[src/rtl/multicycle_ctrl_hs.sv]
// Multicycle MIPS-subset control FSM with a req/ready memory handshake, bounded wait and sticky trap.
// Optional feature macro: MULTI_CTRL_PERF_EN adds perf_cycles/perf_instrs counters.
module multicycle_ctrl_hs #(
  parameter int OP_W    = 6,
  parameter int TIMEOUT = 16,
  parameter int CNT_W   = $clog2(TIMEOUT + 1)
) (
  input  logic            clk,
  input  logic            reset_n,
  input  logic [OP_W-1:0] op,
  input  logic            mem_ready,
  output logic            mem_req,
  output logic            mem_we,
  output logic            i_or_d,
  output logic [1:0]      pc_src,
  output logic            pc_write,
  output logic            branch,
  output logic            branch_ne,
  output logic            ireg_enab,
  output logic            reg_dst,
  output logic            mem_to_reg,
  output logic            reg_write,
  output logic            alu_srcA,
  output logic [1:0]      alu_srcB,
  output logic [2:0]      alu_op,
  output logic            zext,
  output logic            trap,
  output logic [1:0]      trap_code
`ifdef MULTI_CTRL_PERF_EN
  ,
  output logic [31:0]     perf_cycles,
  output logic [31:0]     perf_instrs
`endif
);

  localparam logic [OP_W-1:0] OP_RTYPE = OP_W'(0);
  localparam logic [OP_W-1:0] OP_J     = OP_W'(2);
  localparam logic [OP_W-1:0] OP_BEQ   = OP_W'(4);
  localparam logic [OP_W-1:0] OP_BNE   = OP_W'(5);
  localparam logic [OP_W-1:0] OP_ADDI  = OP_W'(8);
  localparam logic [OP_W-1:0] OP_ANDI  = OP_W'(12);
  localparam logic [OP_W-1:0] OP_ORI   = OP_W'(13);
  localparam logic [OP_W-1:0] OP_LW    = OP_W'(35);
  localparam logic [OP_W-1:0] OP_SW    = OP_W'(43);

  typedef enum logic [3:0] {
    S_FETCH      = 4'd0,
    S_DECODE     = 4'd1,
    S_MEM_ADDR   = 4'd2,
    S_MEM_READ   = 4'd3,
    S_MEM_WRITE  = 4'd4,
    S_MEM_TO_REG = 4'd5,
    S_EXECUTE    = 4'd6,
    S_ALU_TO_REG = 4'd7,
    S_IMM_EXEC   = 4'd8,
    S_IMM_TO_REG = 4'd9,
    S_BRANCH     = 4'd10,
    S_JUMP       = 4'd11,
    S_TRAP       = 4'd12
  } state_t;

  // fetch/jump are raw state flags; mem_ready gating of ireg_enab/pc_write happens at the port.
  typedef struct packed {
    logic       mem_req, mem_we, i_or_d;
    logic [1:0] pc_src;
    logic       jump, fetch, branch, branch_ne;
    logic       reg_dst, mem_to_reg, reg_write, alu_src_a;
    logic [1:0] alu_src_b;
    logic [2:0] alu_op;
    logic       zext, trap;
  } ctrl_t;

  function automatic ctrl_t decode_ctrl(input state_t s, input logic [OP_W-1:0] opr);
    ctrl_t c;
    c = '0;
    case (s)
      S_FETCH:      begin c.mem_req = 1'b1; c.fetch = 1'b1; c.alu_src_b = 2'b01; end
      S_DECODE:     c.alu_src_b = 2'b11;
      S_MEM_ADDR:   begin c.alu_src_a = 1'b1; c.alu_src_b = 2'b10; end
      S_MEM_READ:   begin c.mem_req = 1'b1; c.i_or_d = 1'b1; end
      S_MEM_WRITE:  begin c.mem_req = 1'b1; c.mem_we = 1'b1; c.i_or_d = 1'b1; end
      S_MEM_TO_REG: begin c.mem_to_reg = 1'b1; c.reg_write = 1'b1; end
      S_EXECUTE:    begin c.alu_src_a = 1'b1; c.alu_op = 3'b010; end
      S_ALU_TO_REG: begin c.reg_dst = 1'b1; c.reg_write = 1'b1; end
      S_IMM_EXEC: begin
        c.alu_src_a = 1'b1;
        c.alu_src_b = 2'b10;
        c.zext      = 1'b1;
        c.alu_op    = (opr == OP_ORI) ? 3'b100 : 3'b011;
      end
      S_IMM_TO_REG: c.reg_write = 1'b1;
      S_BRANCH: begin
        c.alu_src_a = 1'b1;
        c.alu_op    = 3'b001;
        c.pc_src    = 2'b01;
        c.branch    = 1'b1;
        c.branch_ne = (opr == OP_BNE);
      end
      S_JUMP:       begin c.pc_src = 2'b10; c.jump = 1'b1; end
      S_TRAP:       c.trap = 1'b1;
      default:      c = '0;
    endcase
    return c;
  endfunction

  state_t            state_reg, state_next;
  logic [OP_W-1:0]   op_reg, op_next;
  logic [CNT_W-1:0]  wait_cnt_reg, wait_cnt_next, wait_cnt_inc;
  logic [1:0]        trap_code_reg, trap_code_next;
  logic              run_reg;
  logic              mem_state;
  ctrl_t             ctrl_reg;

  always_comb begin
    state_next     = state_reg;
    op_next        = op_reg;
    wait_cnt_next  = '0;
    trap_code_next = trap_code_reg;
    wait_cnt_inc   = wait_cnt_reg + CNT_W'(1);
    mem_state      = (state_reg == S_FETCH) || (state_reg == S_MEM_READ) ||
                     (state_reg == S_MEM_WRITE);
    // run_reg holds the FSM in FETCH for the cycle that straddles reset release.
    if (run_reg) begin
      case (state_reg)
        S_FETCH:      if (mem_ready) state_next = S_DECODE;
        S_DECODE: begin
          op_next = op;
          case (op)
            OP_RTYPE:                 state_next = S_EXECUTE;
            OP_LW, OP_SW, OP_ADDI:    state_next = S_MEM_ADDR;
            OP_ANDI, OP_ORI:          state_next = S_IMM_EXEC;
            OP_BEQ, OP_BNE:           state_next = S_BRANCH;
            OP_J:                     state_next = S_JUMP;
            default: begin
              state_next     = S_TRAP;
              trap_code_next = 2'b01;
            end
          endcase
        end
        S_MEM_ADDR: begin
          if (op_reg == OP_LW)        state_next = S_MEM_READ;
          else if (op_reg == OP_SW)   state_next = S_MEM_WRITE;
          else if (op_reg == OP_ADDI) state_next = S_IMM_TO_REG;
          else begin
            state_next     = S_TRAP;
            trap_code_next = 2'b01;
          end
        end
        S_MEM_READ:   if (mem_ready) state_next = S_MEM_TO_REG;
        S_MEM_WRITE:  if (mem_ready) state_next = S_FETCH;
        S_MEM_TO_REG: state_next = S_FETCH;
        S_EXECUTE:    state_next = S_ALU_TO_REG;
        S_ALU_TO_REG: state_next = S_FETCH;
        S_IMM_EXEC:   state_next = S_IMM_TO_REG;
        S_IMM_TO_REG: state_next = S_FETCH;
        S_BRANCH:     state_next = S_FETCH;
        S_JUMP:       state_next = S_FETCH;
        S_TRAP:       state_next = S_TRAP;
        default: begin
          state_next     = S_TRAP;
          trap_code_next = 2'b01;
        end
      endcase
      // The wait that would push the counter to TIMEOUT traps; ready on that cycle still succeeds.
      if (mem_state && !mem_ready) begin
        if (wait_cnt_inc == CNT_W'(TIMEOUT)) begin
          state_next     = S_TRAP;
          trap_code_next = 2'b10;
        end else begin
          wait_cnt_next = wait_cnt_inc;
        end
      end
    end
  end

  always_ff @(posedge clk or negedge reset_n) begin
    if (!reset_n) begin
      state_reg     <= S_FETCH;
      op_reg        <= '0;
      wait_cnt_reg  <= '0;
      trap_code_reg <= 2'b00;
      run_reg       <= 1'b0;
      ctrl_reg      <= '0;
    end else begin
      state_reg     <= state_next;
      op_reg        <= op_next;
      wait_cnt_reg  <= wait_cnt_next;
      trap_code_reg <= trap_code_next;
      run_reg       <= 1'b1;
      ctrl_reg      <= decode_ctrl(state_next, op_next);
    end
  end

  assign mem_req    = ctrl_reg.mem_req;
  assign mem_we     = ctrl_reg.mem_we;
  assign i_or_d     = ctrl_reg.i_or_d;
  assign pc_src     = ctrl_reg.pc_src;
  assign pc_write   = ctrl_reg.jump | (ctrl_reg.fetch & mem_ready);
  assign branch     = ctrl_reg.branch;
  assign branch_ne  = ctrl_reg.branch_ne;
  assign ireg_enab  = ctrl_reg.fetch & mem_ready;
  assign reg_dst    = ctrl_reg.reg_dst;
  assign mem_to_reg = ctrl_reg.mem_to_reg;
  assign reg_write  = ctrl_reg.reg_write;
  assign alu_srcA   = ctrl_reg.alu_src_a;
  assign alu_srcB   = ctrl_reg.alu_src_b;
  assign alu_op     = ctrl_reg.alu_op;
  assign zext       = ctrl_reg.zext;
  assign trap       = ctrl_reg.trap;
  assign trap_code  = trap_code_reg;

`ifdef MULTI_CTRL_PERF_EN
  logic [31:0] perf_cycles_reg, perf_instrs_reg;

  always_ff @(posedge clk or negedge reset_n) begin
    if (!reset_n) begin
      perf_cycles_reg <= '0;
      perf_instrs_reg <= '0;
    end else begin
      if (run_reg && (state_reg != S_TRAP))
        perf_cycles_reg <= perf_cycles_reg + 32'd1;
      if (run_reg && (state_next == S_FETCH) && (state_reg != S_FETCH))
        perf_instrs_reg <= perf_instrs_reg + 32'd1;
    end
  end

  assign perf_cycles = perf_cycles_reg;
  assign perf_instrs = perf_instrs_reg;
`endif

endmodule

[config.mk]
export PLATFORM = sky130hd
export DESIGN_NAME = multicycle_ctrl_hs
export DESIGN_NICKNAME = d
export VERILOG_FILES = /design/src/rtl/multicycle_ctrl_hs.sv
export SDC_FILE = /design/constraint.sdc
export NUM_CORES = 1
export LEC_CHECK = 0
export BUFFER_PORTS_ARGS = -buffer_cell sky130_fd_sc_hd__buf_2
export CAP_MARGIN = 25
export CELL_PAD_IN_SITES_DETAIL_PLACEMENT = 1
export CELL_PAD_IN_SITES_GLOBAL_PLACEMENT = 1
export CORE_ASPECT_RATIO = 1.5
export CORE_MARGIN = 3
export CORE_UTILIZATION = 42
export DETAILED_ROUTE_END_ITERATION = 10
export GPL_ROUTABILITY_DRIVEN = 0
export GPL_TIMING_DRIVEN = 0
export HOLD_SLACK_MARGIN = 0.05
export PLACE_DENSITY_LB_ADDON = 0.1
export SYNTH_ARGS = -nofsm -noshare
export SYNTH_HDL_FRONTEND = slang
export SYNTH_SLANG_ARGS = --single-unit
[constraint.sdc]
create_clock -name clk -period 4.3 [get_ports clk]
set_input_delay 0.43 -clock clk [delete_from_list [all_inputs] [get_ports clk]]
set_output_delay 0.43 -clock clk [all_outputs]
set_load 0.02 [all_outputs]
==> summary.txt <==
Synth
  – Register area share after synthesis: 0.4463
  – Xor/xnor share of the synthesized area: 0.01267
  – Post-synthesis cell count: 211
  – Post-Synth Adder-Cell Area: 0.006031
  – Syn Nets: around 220
  – Count of flip-flops with a built-in enable after synthesis: 0
  – Post-synthesis mux area share: 0.02714
  – Synth warn: 0
  – Post-Synth Simple-Gate Area: 0.2413
  – Synth async-reset ratio: 1.000
  – Distinct cells, synth: 60
  – Compound-cell area share of the yosys netlist: 0.1876
  – Largest family of logic cells by synthesized area: simple AND/OR/NAND/NOR gates
  – Synth Area per Inst: ~10 sq um
  – Synth Cell Area: 2074 sq um
  – Synthesized flop and latch total: 37
  – Ys flop type: dfrtp_1

Min path
  – Tightest Hold Check Type: input pin to asynchronous set/reset pin

Final layout
  – Layout Nets: 256
  – Finished Cell Area: 2432 sq um
  – Area grow syn2layout: 17.25%
  – Area taken by multi-input logic gates: 988.4 sq um
  – Max reg flops: 6
  – Antenna diodes: 0
  – Most frequent cells in the layout: dfrtp_1, buf_2, nor2_1, nor3_1, nand2_1
  – Commonest non-fill, non-tap cell in the layout: dfrtp_1
  – Flip-flop and latch area: 925.9 sq um
  – Fill count: 577
  – Share of layout cells above drive strength 1: 0.3036

Clocking
  – Bufs on Longest Clock Path: 2
  – TritonCTS buffer count: 5
  – Clock Pin Slew Worst Setup and Hold Paths: 0.08 ns
  – CTS tree: built
  – Post-CTS setup buffer count: 0
  – Clock latency at the later pin of the worst-skew pair: 0.29 ns
  – Clock sinks: 37
  – Cells resized by post-CTS repair: 0
  – CTS root buf: clkbuf_8
  – H-tree Lvls: 2
  – Post-CTS Hold Buffers: 0

Global routing
  – Total track usage: 0.1889
  – Total grt overflow: 0
  – Initial antenna violation count: 0
  – First-pass GRT wire length: slightly below 9000 microns
  – Largest net degree at the start of global routing: 38
  – Number of global-route vias before repair: approximately 1800

Setup path
  – WS Path Type: flop to flop
  – R2r setup slk: 2.08 ns
  – Crit path DAT: 2.46 ns
  – Critical Path Max Stage Delay: 0.44 ns
  – Crit Path Max Fanout: 7
  – Family with the most delay on the worst path: compound AO/OA/AOI/OAI gates
  – Worst setup SP type: flop
  – Buf+Inv Stages, Crit Path: 1
  – Required time worst endpoint: 4.54 ns
  – Crit end category: flop
  – Critical-path top delay cell: dfrtp_1
  – Critical Path Start: op_reg[5]$_DFF_PN0_
  – Worst r2r src: op_reg[5]$_DFF_PN0_
  – Critical Path, Cell by Cell: nor4b_4 > o2111ai_1 > a32oi_1 > a22o_2 > clkinv_2 > a311oi_1 > a22o_1

Route
  – Met2 WL: 2707 microns
  – Met3 wire len: roughly 150 microns
  – Vias per cell: 5.553
  – Metal-1 WL: 1969 microns
  – Starting DRT DRC Count: 42
  – WL final: 4930 microns
  – Vias: 1727
  – Router iterations before antenna repair: 4
  – Final ANT Viol Nets: 0
  – DRC Markers: 0
  – Top Metal Used: met4
  – Routed WL per cell: 15.85 microns

STA
  – Final setup TNS: 0 ns
  – Setup Skew: 0.006305 ns
  – Worst hold slack: about 0.22 ns
  – Final Hold Violating Endpoints: 0
  – Tmin final: 2.224 ns
  – Tcrit/Tclk final: 0.5173
  – RSZ-0062 raised after global routing: false
  – Achievable frequency: 449.6 MHz
  – Final Max Tran Viols: 0
  – Worst slew pin tran: 0.7962 ns
  – Slew margin rel.: 0.4692
  – Final setup vio count: 0

Floorplanning
  – DIE AREA: 5836 sq um
  – Core Rows: 30
  – Num ports: 31
  – Die Width: 63.39 microns
  – Core Box Area: 4654 sq um
  – Initial core utilization: 0.4457
  – Die Ht: 92.08 microns

Power
  – Psw: 0.0005970 W
  – Internal: between 0.0009 and 0.001 W
  – Combinational share of power: 0.424
  – Pleak: 1.116 nW
  – PD cells: 625.6 nW/um^2
  – Sw frac: 0.3923
  – Max VDD drop: 0.0002819 V
  – Seq pwr share: 0.336
  – Clock group share of total power: 0.240

Job
  – Max-Cap Viols: 0

Run status
  – Outcome: finished, final reports clean

Placed design
  – Buffers on Ports: 28
  – Dpl hpwl: 3750 microns
  – Area of placed instances: 2295 sq um
[cells in the mapped netlist, types with 3 or more instances]
library cell	n	share of area
nand3_1	8	0.019
buf_4	9	0.033
dfrtp_1	37	0.45
buf_2	4	0.0097
clkbuf_1	4	0.0072
o21ai_0	10	0.024
nand2_1	13	0.024
nor2b_1	5	0.015
and3_1	4	0.012
nand4_1	4	0.012
nor3_1	14	0.034
nor4b_2	3	0.022
nor2_1	15	0.027
inv_1	9	0.016
a21oi_1	8	0.019
mux2_2	5	0.027
[kinds of logic (layout without fill, tap and decap cells)]
kind of cell,count (synthesis),count (layout)
AOI/OAI and AO/OA,50,50
xor gates and xnor gates,3,3
adders and majority gates,1,1
buffers and inverters,30,66
DFF,37,37
muxes,5,5
other,1,1
and+or+nand+nor,84,84
[path summary, 6_finish.rpt]
check	cells past startpoint	end
worst max-delay path	7	alu_srcB[1]$_DFF_PN0_
worst min-delay path	1	alu_op[1]$_DFF_PN0_
worst max register to register	7	alu_srcB[1]$_DFF_PN0_
worst min register to register	1	wait_cnt_reg[0]$_DFF_PN0_
max in group asynchronous	1	op_reg[1]$_DFF_PN0_
min in group clk	2	op_reg[2]$_DFF_PN0_
[area by class of cell]
class | count | share of cell area
tap | 64 | 0.03292
sequential | 37 | 0.3807
multi-input combinational | 144 | 0.4064
inverter | 12 | 0.01903
clock inverter | 3 | 0.02829
timing repair buffer | 28 | 0.05761
clock buffer | 5 | 0.02829
buffer | 18 | 0.04681
[power groups by stage]
stage | Combinational (W) | Clock, W | Sequential (W)
2_1_floorplan | 0.000448 | 0 | 0.000543
3_3_place_gp | 0.000637 | 0 | 0.000515
3_5_place_dp | 0.000647 | 0 | 0.000517
4_1_cts | 0.000653 | 0.000374 | 0.000512
5_1_grt | 0.000720 | 0.000391 | 0.000527
6_report | 0.000645 | 0.000366 | 0.000511
[routing by layer]
layer | up-vias | global-route usage
met5 | - | 0
met4 | 0 | 0.07748
met3 | 9 | 0.02941
met2 | 32 | 0.3479
met1 | 855 | 0.2116
li1 | 831 | -
[metrics by stage]
step / setup slack [ns] / util / total power [W] / instances
5_1_grt: 1.856 / 0.5226 / 0.001638 / 311
3_5_place_dp: 1.934 / 0.4930 / 0.001165 / 303
2_1_floorplan: 2.312 / - / 0.0009911 / 211
6_report: 2.076 / 0.5226 / 0.001522 / 311
4_1_cts: 2.069 / 0.5226 / 0.001539 / 311
3_3_place_gp: 1.968 / 0.4930 / 0.001153 / 303
No activity file was read; power rests on OpenSTA's default activity.
